$ cat src/rtl/y_write_packer.sv
// y_write_packer: packs 16-bit Y elements into 256-bit lines and writes them to consecutive Y SRAM addresses.
// Define Y_WRITE_VERIFY_EN to add a readback compare after each line write (in_readData2 / op_verifyErr).
module y_write_packer #(
   parameter int unsigned ELEM_W         = 16,
   parameter int unsigned ELEMS_PER_LINE = 16,
   parameter int unsigned ADDR_W         = 11
) (
   input  logic                             clk,
   input  logic                             reset,
   input  logic                             in_start,
   input  logic [ADDR_W-1:0]                in_baseAddr,
   input  logic [ADDR_W-1:0]                in_numLines,
   input  logic                             in_elemValid,
   input  logic [ELEM_W-1:0]                in_elemData,
`ifdef Y_WRITE_VERIFY_EN
   input  logic [ELEM_W*ELEMS_PER_LINE-1:0] in_readData2,
   output logic                             op_verifyErr,
`endif
   output logic                             op_elemReady,
   output logic                             op_yWriteModuleEnable,
   output logic [ADDR_W-1:0]                op_writePathReadAddr1,
   output logic [ADDR_W-1:0]                op_writePathReadAddr2,
   output logic                             op_writePathWE,
   output logic [ADDR_W-1:0]                op_writePathWriteAddr,
   output logic [ELEM_W*ELEMS_PER_LINE-1:0] op_writePathWriteData,
   output logic                             op_busy,
   output logic                             op_done
);

   localparam int unsigned      LINE_W    = ELEM_W * ELEMS_PER_LINE;
   localparam int unsigned      CNT_W     = (ELEMS_PER_LINE > 1) ? $clog2(ELEMS_PER_LINE) : 1;
   localparam logic [CNT_W-1:0] LAST_ELEM = CNT_W'(ELEMS_PER_LINE - 1);

   typedef enum logic [2:0] {
      IDLE,
      FILL,
      WRITE,
      DONE
`ifdef Y_WRITE_VERIFY_EN
      , VERIFY
`endif
   } state_t;

   state_t              state_q, state_d;
   logic [CNT_W-1:0]    elem_q, elem_d;
   logic [ADDR_W-1:0]   lidx_q, lidx_d;
   logic [ADDR_W-1:0]   base_q, base_d;
   logic [ADDR_W-1:0]   cnt_q, cnt_d;
   logic [LINE_W-1:0]   buf_q, buf_d;
   logic                ready_q, ready_d;
   logic                busy_q, busy_d;
   logic                done_q, done_d;
   logic                we_q, we_d;
   logic [ADDR_W-1:0]   waddr_q, waddr_d;
   logic [LINE_W-1:0]   wdata_q, wdata_d;
   logic                last_line;
`ifdef Y_WRITE_VERIFY_EN
   logic [ADDR_W-1:0]   raddr2_q, raddr2_d;
   logic                vph_q, vph_d;
   logic                verr_q, verr_d;
`endif

   assign last_line = (lidx_q == cnt_q - ADDR_W'(1));

   always_comb begin
      state_d = state_q;
      elem_d  = elem_q;
      lidx_d  = lidx_q;
      base_d  = base_q;
      cnt_d   = cnt_q;
      buf_d   = buf_q;
      waddr_d = waddr_q;
      wdata_d = wdata_q;
`ifdef Y_WRITE_VERIFY_EN
      raddr2_d = raddr2_q;
      vph_d    = vph_q;
      verr_d   = verr_q;
`endif
      unique case (state_q)
         IDLE: begin
            if (in_start) begin
               base_d  = in_baseAddr;
               cnt_d   = in_numLines;
               lidx_d  = '0;
               elem_d  = '0;
               state_d = (in_numLines == '0) ? DONE : FILL;
`ifdef Y_WRITE_VERIFY_EN
               verr_d  = 1'b0;
`endif
            end
         end
         FILL: begin
            if (in_elemValid && ready_q) begin
               for (int unsigned k = 0; k < ELEMS_PER_LINE; k++) begin
                  if (elem_q == CNT_W'(k)) buf_d[k*ELEM_W +: ELEM_W] = in_elemData;
               end
               if (elem_q == LAST_ELEM) begin
                  elem_d  = '0;
                  state_d = WRITE;
                  waddr_d = base_q + lidx_q;
                  wdata_d = buf_d;
               end else begin
                  elem_d = elem_q + CNT_W'(1);
               end
            end
         end
         WRITE: begin
`ifdef Y_WRITE_VERIFY_EN
            state_d  = VERIFY;
            raddr2_d = waddr_q;
            vph_d    = 1'b0;
`else
            lidx_d  = lidx_q + ADDR_W'(1);
            state_d = last_line ? DONE : FILL;
`endif
         end
`ifdef Y_WRITE_VERIFY_EN
         // Phase 0 presents the read address; phase 1 sees the data after the SRAM's one-cycle latency.
         VERIFY: begin
            vph_d = ~vph_q;
            if (vph_q) begin
               if (in_readData2 != wdata_q) verr_d = 1'b1;
               raddr2_d = '1;
               lidx_d   = lidx_q + ADDR_W'(1);
               state_d  = last_line ? DONE : FILL;
            end
         end
`endif
         DONE: state_d = IDLE;
         default: state_d = IDLE;
      endcase

      ready_d = (state_d == FILL);
      busy_d  = (state_d != IDLE) && (state_d != DONE);
      done_d  = (state_d == DONE);
      we_d    = (state_d == WRITE);
   end

   always_ff @(posedge clk or negedge reset) begin
      if (!reset) begin
         state_q <= IDLE;
         elem_q  <= '0;
         lidx_q  <= '0;
         base_q  <= '0;
         cnt_q   <= '0;
         buf_q   <= '0;
         ready_q <= 1'b0;
         busy_q  <= 1'b0;
         done_q  <= 1'b0;
         we_q    <= 1'b0;
         waddr_q <= '1;
         wdata_q <= '0;
`ifdef Y_WRITE_VERIFY_EN
         raddr2_q <= '1;
         vph_q    <= 1'b0;
         verr_q   <= 1'b0;
`endif
      end else begin
         state_q <= state_d;
         elem_q  <= elem_d;
         lidx_q  <= lidx_d;
         base_q  <= base_d;
         cnt_q   <= cnt_d;
         buf_q   <= buf_d;
         ready_q <= ready_d;
         busy_q  <= busy_d;
         done_q  <= done_d;
         we_q    <= we_d;
         waddr_q <= waddr_d;
         wdata_q <= wdata_d;
`ifdef Y_WRITE_VERIFY_EN
         raddr2_q <= raddr2_d;
         vph_q    <= vph_d;
         verr_q   <= verr_d;
`endif
      end
   end

   assign op_elemReady          = ready_q;
   assign op_busy               = busy_q;
   assign op_yWriteModuleEnable = busy_q;
   assign op_done               = done_q;
   assign op_writePathWE        = we_q;
   assign op_writePathWriteAddr = waddr_q;
   assign op_writePathWriteData = wdata_q;
   assign op_writePathReadAddr1 = '1;
`ifdef Y_WRITE_VERIFY_EN
   assign op_writePathReadAddr2 = raddr2_q;
   assign op_verifyErr          = verr_q;
`else
   assign op_writePathReadAddr2 = '1;
`endif

endmodule
$ cat config.mk
export PLATFORM = sky130hd
export DESIGN_NAME = y_write_packer
export DESIGN_NICKNAME = d
export VERILOG_FILES = /design/src/rtl/y_write_packer.sv
export SDC_FILE = /design/constraint.sdc
export NUM_CORES = 1
export LEC_CHECK = 0
export ABC_AREA = 1
export CORE_ASPECT_RATIO = 1.1
export CORE_MARGIN = 1.5
export CORE_UTILIZATION = 45
export DETAILED_ROUTE_END_ITERATION = 8
export DONT_BUFFER_PORTS = 1
export GPL_TIMING_DRIVEN = 0
export PLACE_DENSITY = 0.65
export SLEW_MARGIN = 40
export SYNTH_ARGS = -nofsm -noshare
export SYNTH_HDL_FRONTEND = slang
export SYNTH_SLANG_ARGS = --single-unit
$ cat constraint.sdc
create_clock -name clk -period 5 [get_ports clk]
set_input_delay 0.75 -clock clk [delete_from_list [all_inputs] [get_ports clk]]
set_output_delay 0.75 -clock clk [all_outputs]
set_load 0.02 [all_outputs]
==> results.md <==
Yosys:
- The number of warning messages in the yosys log is 0.
- Counting distinct cell types in the post-synthesis netlist gives 33.
- The average cell area after synthesis is 7.79 um2.
- The count of flip-flops with a built-in enable after synthesis is 0.
- The share of the Yosys chip area taken by registers is 56.7%.
- For this run, asynchronously set or reset flops after synthesis account for 100%.
- The total of flip-flops plus latches after synthesis is 551.
- The cell area that synthesis handed to floorplanning was 24400 um2.
- The synthesized instance count is 3129.
- The most used flip-flop cell after synthesis is sky130_fd_sc_hd__dfrtp_1.

Die:
- The number of top-level pins is 336.
- The starting density of the core is 45.5%.
- The number of rows created at floorplan is 89.
- The total area inside the core boundary comes to 53600 um2.
- The die span in x is 225 um.
- The die outline height is 247 um.
- The die covers 55500 um2.

Clock network:
- TritonCTS built the clock tree.
- The total of cells resized after clock tree synthesis is 0.
- The clock latency on the worst-skew pair is 630 ps.
- The number of buffers added by the clock tree synthesis step is 57.
- The CTS sink count is 551.
- The root buffer cell chosen for the clock tree is sky130_fd_sc_hd__clkbuf_16.
- The clock passes through at most 3 buffers.
- The number of buffers inserted to repair setup after CTS is 0.
- The H-tree was split into 2 levels.
- The clock-pin slew on the worst setup and hold paths is 60 ps.

Drt:
- After the first detailed-routing iteration, the DRC count stood at 1972.
- For this block, the routed nets add up to 74.5 mm of wire.
- The count of vias placed by the detailed router is 20700.
- After detailed routing, the number of remaining DRC violations is 0.
- Dividing the detail-routed via count by the number of cells gives 5.20.
- The count of nets left with antenna violations once routing finished came out at 0.
- The first-pass iteration count of the detailed router is 8.
- The average detailed-routed wire length per instance is 18.7 um.

Worst setup path:
- The largest fanout of any net on the critical path is 10.
- The slowest stage cell on the critical path is sky130_fd_sc_hd__clkbuf_1.
- The number of cells on the worst reg-to-reg path is 7.
- The internal reg-to-reg setup slack is 2460 ps.
- STA puts the critical path data arrival time at 3090 ps.
- The type of the worst setup path is register to register.
- In this design, the stage delay of the slowest critical-path cell is 570 ps.
- Traced cell by cell, the critical path runs through nor3_4 -> nand3_2 -> inv_2 -> clkbuf_1 -> buf_2 -> nand2_1 -> nand2_1.
- Broken down by cell family, the worst path's largest delay share belongs to buffers and inverters.
- Data on the critical path is required at its endpoint by 5560 ps.
- STA classifies the critical path endpoint as a register.
- The endpoint of the most critical register-to-register path is buf_q[72]$_DFFE_PN0P_.
- The kind of start point of the critical path is a register.
- The number of buffers and inverters on the critical path is 3.
- The cell with the most instances on the worst path is sky130_fd_sc_hd__nand2_1.
- The reg-to-reg critical path startpoint is state_q[2]$_DFF_PN0_.

GRT:
- The first global-routing pass estimated 114 mm of wire.
- The global routing usage summed across all routing layers is 26.6%.
- Global routing consumed, on the met1 layer, 34.9% of the routing resources.
- In this run the most used layer during global routing was met2.
- The maximum number of pins on one net before global-route repair is 552.
- The number of antenna violations at the first check in global routing is 5.
- The global-route congestion overflow total is 0.
- The met2 layer usage reported by global route is 42.8%.
- The global routing met3 resource utilization is 6.49%.
- The number of global-route vias before repair was 19600.

Placement:
- Once detailed placement completed, the half-perimeter wirelength came to 50.5 mm.
- Before CTS, the worst setup slack after placement is 2460 ps.
- Routability-driven placement finished with a final weighted congestion of 0.865.
- Buffers placed on the I/O ports in this run total 0.

Pwr:
- The peak supply drop is 0.257 mV.
- The total power per unit cell area is 358 nW/um2.
- The leakage power total is 0.0149 uW.
- Total power for the finished layout comes to 9810 uW.

Finish:
- The library cell used most frequently in the layout, excluding fill and tap cells, is sky130_fd_sc_hd__nand2_1.
- For this run, the share of the core covered by cells in the final layout is 51.2%.
- The number of nets in the final layout is 3273.
- The synthesis-to-finish area growth is 12.5%.
- In the layout the commonest cells are sky130_fd_sc_hd__nand2_1, sky130_fd_sc_hd__dfrtp_1, sky130_fd_sc_hd__o21ai_0.
- The fraction of final layout cells with drive strength greater than 1 is 6.60%.
- After filler insertion, the fill cell instance count of the layout stands at 5109.

Timing:
- Of the available clock period, the critical path in the final layout requires 50.7%.
- The number of hold-slack violations in the final timing report is 0.
- The actual transition at the worst max-transition pin is 887 ps.
- The total setup violations reported at the end of the flow is 0.
- The number of pins with negative max-slew slack in the final report is 0.
- The clock skew is 14.5 ps.
- The shortest period the worst path allows is 2540 ps.
- Measured against its own limit, the worst slew margin works out to 40.9%.
- Adding up every negative setup slack in the final design gives 0 ps.
- Setup repair after global routing left no endpoint under its margin.
- The setup slack of the critical path after layout is 2460 ps.
- The maximum clock frequency is 394 MHz.

Job:
- The count of max-cap constraint violations is 0.

Status:
- The run finished with clean final reports.

Worst hold path:
- The tightest min-delay check is of the input pin to asynchronous set/reset pin type.
[registers in the layout (all words and copies together) (netlist names)]
name,cells
op_writePathWriteData,256
buf_q,240
op_elemReady,1
lidx_q,11
base_q,11
op_busy,1
elem_q,4
cnt_q,11
op_done,1
op_writePathWE,1
op_writePathWriteAddr,11
state_q,3
[power by group]
part / leakage (uW) / total (uW) / internal (uW) / switching (uW)
combinational: 0.00636 / 748 / 208 / 539
clock: 0.000934 / 4340 / 2510 / 1830
sequential: 0.00760 / 4720 / 4610 / 108
total: 0.0149 / 9810 / 7330 / 2480
[routing by layer]
metal	share of wire, %	routed length (um)
met5	0	0
met4	3.8	2800
met3	8.8	6570
met2	47	34800
met1	41	30400
[worst max path at each step]
stage                               startpoint                                      to  slack [ps]  cells after the start
after floorplan                   in_elemValid  op_writePathWriteData[147]$_DFFE_PN0P_        3240                      8
after global placement         in_elemData[15]  op_writePathWriteData[127]$_DFFE_PN0P_        1990                      5
after detailed placement          in_elemValid                  buf_q[109]$_DFFE_PN0P_        2460                      6
after CTS                 state_q[2]$_DFF_PN0_                  buf_q[109]$_DFFE_PN0P_        2470                      7
after global routing      state_q[2]$_DFF_PN0_                   buf_q[26]$_DFFE_PN0P_        2310                      7
final                     state_q[2]$_DFF_PN0_                   buf_q[72]$_DFFE_PN0P_        2460                      7
[worst register-to-register path, stage by stage (launching register included)]
cell and delay (ps):
sky130_fd_sc_hd__dfrtp_1 420, sky130_fd_sc_hd__nor3_4 280, sky130_fd_sc_hd__nand3_2 340, sky130_fd_sc_hd__inv_2 340, sky130_fd_sc_hd__clkbuf_1 580, sky130_fd_sc_hd__buf_2 360, sky130_fd_sc_hd__nand2_1 90, sky130_fd_sc_hd__nand2_1 70
[Yosys cell counts (2+ instances only)]
cell / instances / share of area, %
sky130_fd_sc_hd__a21oi_1: 14 / 0.29
sky130_fd_sc_hd__a31oi_1: 2 / 0.051
sky130_fd_sc_hd__buf_2: 61 / 1.3
sky130_fd_sc_hd__buf_4: 24 / 0.74
sky130_fd_sc_hd__clkbuf_1: 115 / 1.8
sky130_fd_sc_hd__conb_1: 2 / 0.031
sky130_fd_sc_hd__dfrtp_1: 540 / 55
sky130_fd_sc_hd__dfstp_2: 11 / 1.2
sky130_fd_sc_hd__ha_1: 16 / 0.82
sky130_fd_sc_hd__inv_1: 72 / 1.1
sky130_fd_sc_hd__inv_2: 2 / 0.031
sky130_fd_sc_hd__nand2_1: 1874 / 29
sky130_fd_sc_hd__nand3_1: 38 / 0.78
sky130_fd_sc_hd__nand3b_1: 2 / 0.062
sky130_fd_sc_hd__nand4_1: 4 / 0.10
sky130_fd_sc_hd__nor2_1: 38 / 0.59
sky130_fd_sc_hd__nor3_1: 8 / 0.16
sky130_fd_sc_hd__nor4_1: 2 / 0.051
sky130_fd_sc_hd__o21ai_0: 281 / 5.8
sky130_fd_sc_hd__o21bai_1: 3 / 0.092
sky130_fd_sc_hd__xnor2_1: 7 / 0.25
sky130_fd_sc_hd__xor2_1: 2 / 0.072
[through the flow]
step / cells / cell area [um2] / hold slack, ps
global placement: 3878 / 25400 / 461
global route: 3989 / 27400 / 234
detailed placement: 3878 / 25400 / 465
floorplan: 3150 / 24400 / 449
finish: 3991 / 27400 / 186
CTS: 3983 / 27300 / -183
[area by class of cell]
cell class	count	area, um2	share of cell area [%]
Inverter	74	278	1.01
Timing Repair Buffer	5	120	0.438
Multi-Input combinational cell	2324	9430	34.4
Antenna cell	3	7.51	0.0274
Buffer	201	948	3.46
Clock buffer	80	1610	5.89
Sequential cell	551	13800	50.4
Tap cell	728	911	3.32
Clock inverter	25	288	1.05
[logic make-up after synthesis]
family          share of synthesized area [%]
compound gates                           6.36
flops                                    56.7
xor+xnor                                0.324
fa+ha+maj                               0.904
other cells                            0.0308
buf+inv                                  4.95
simple gates                             30.8
No activity file was read; power rests on OpenSTA's default activity.
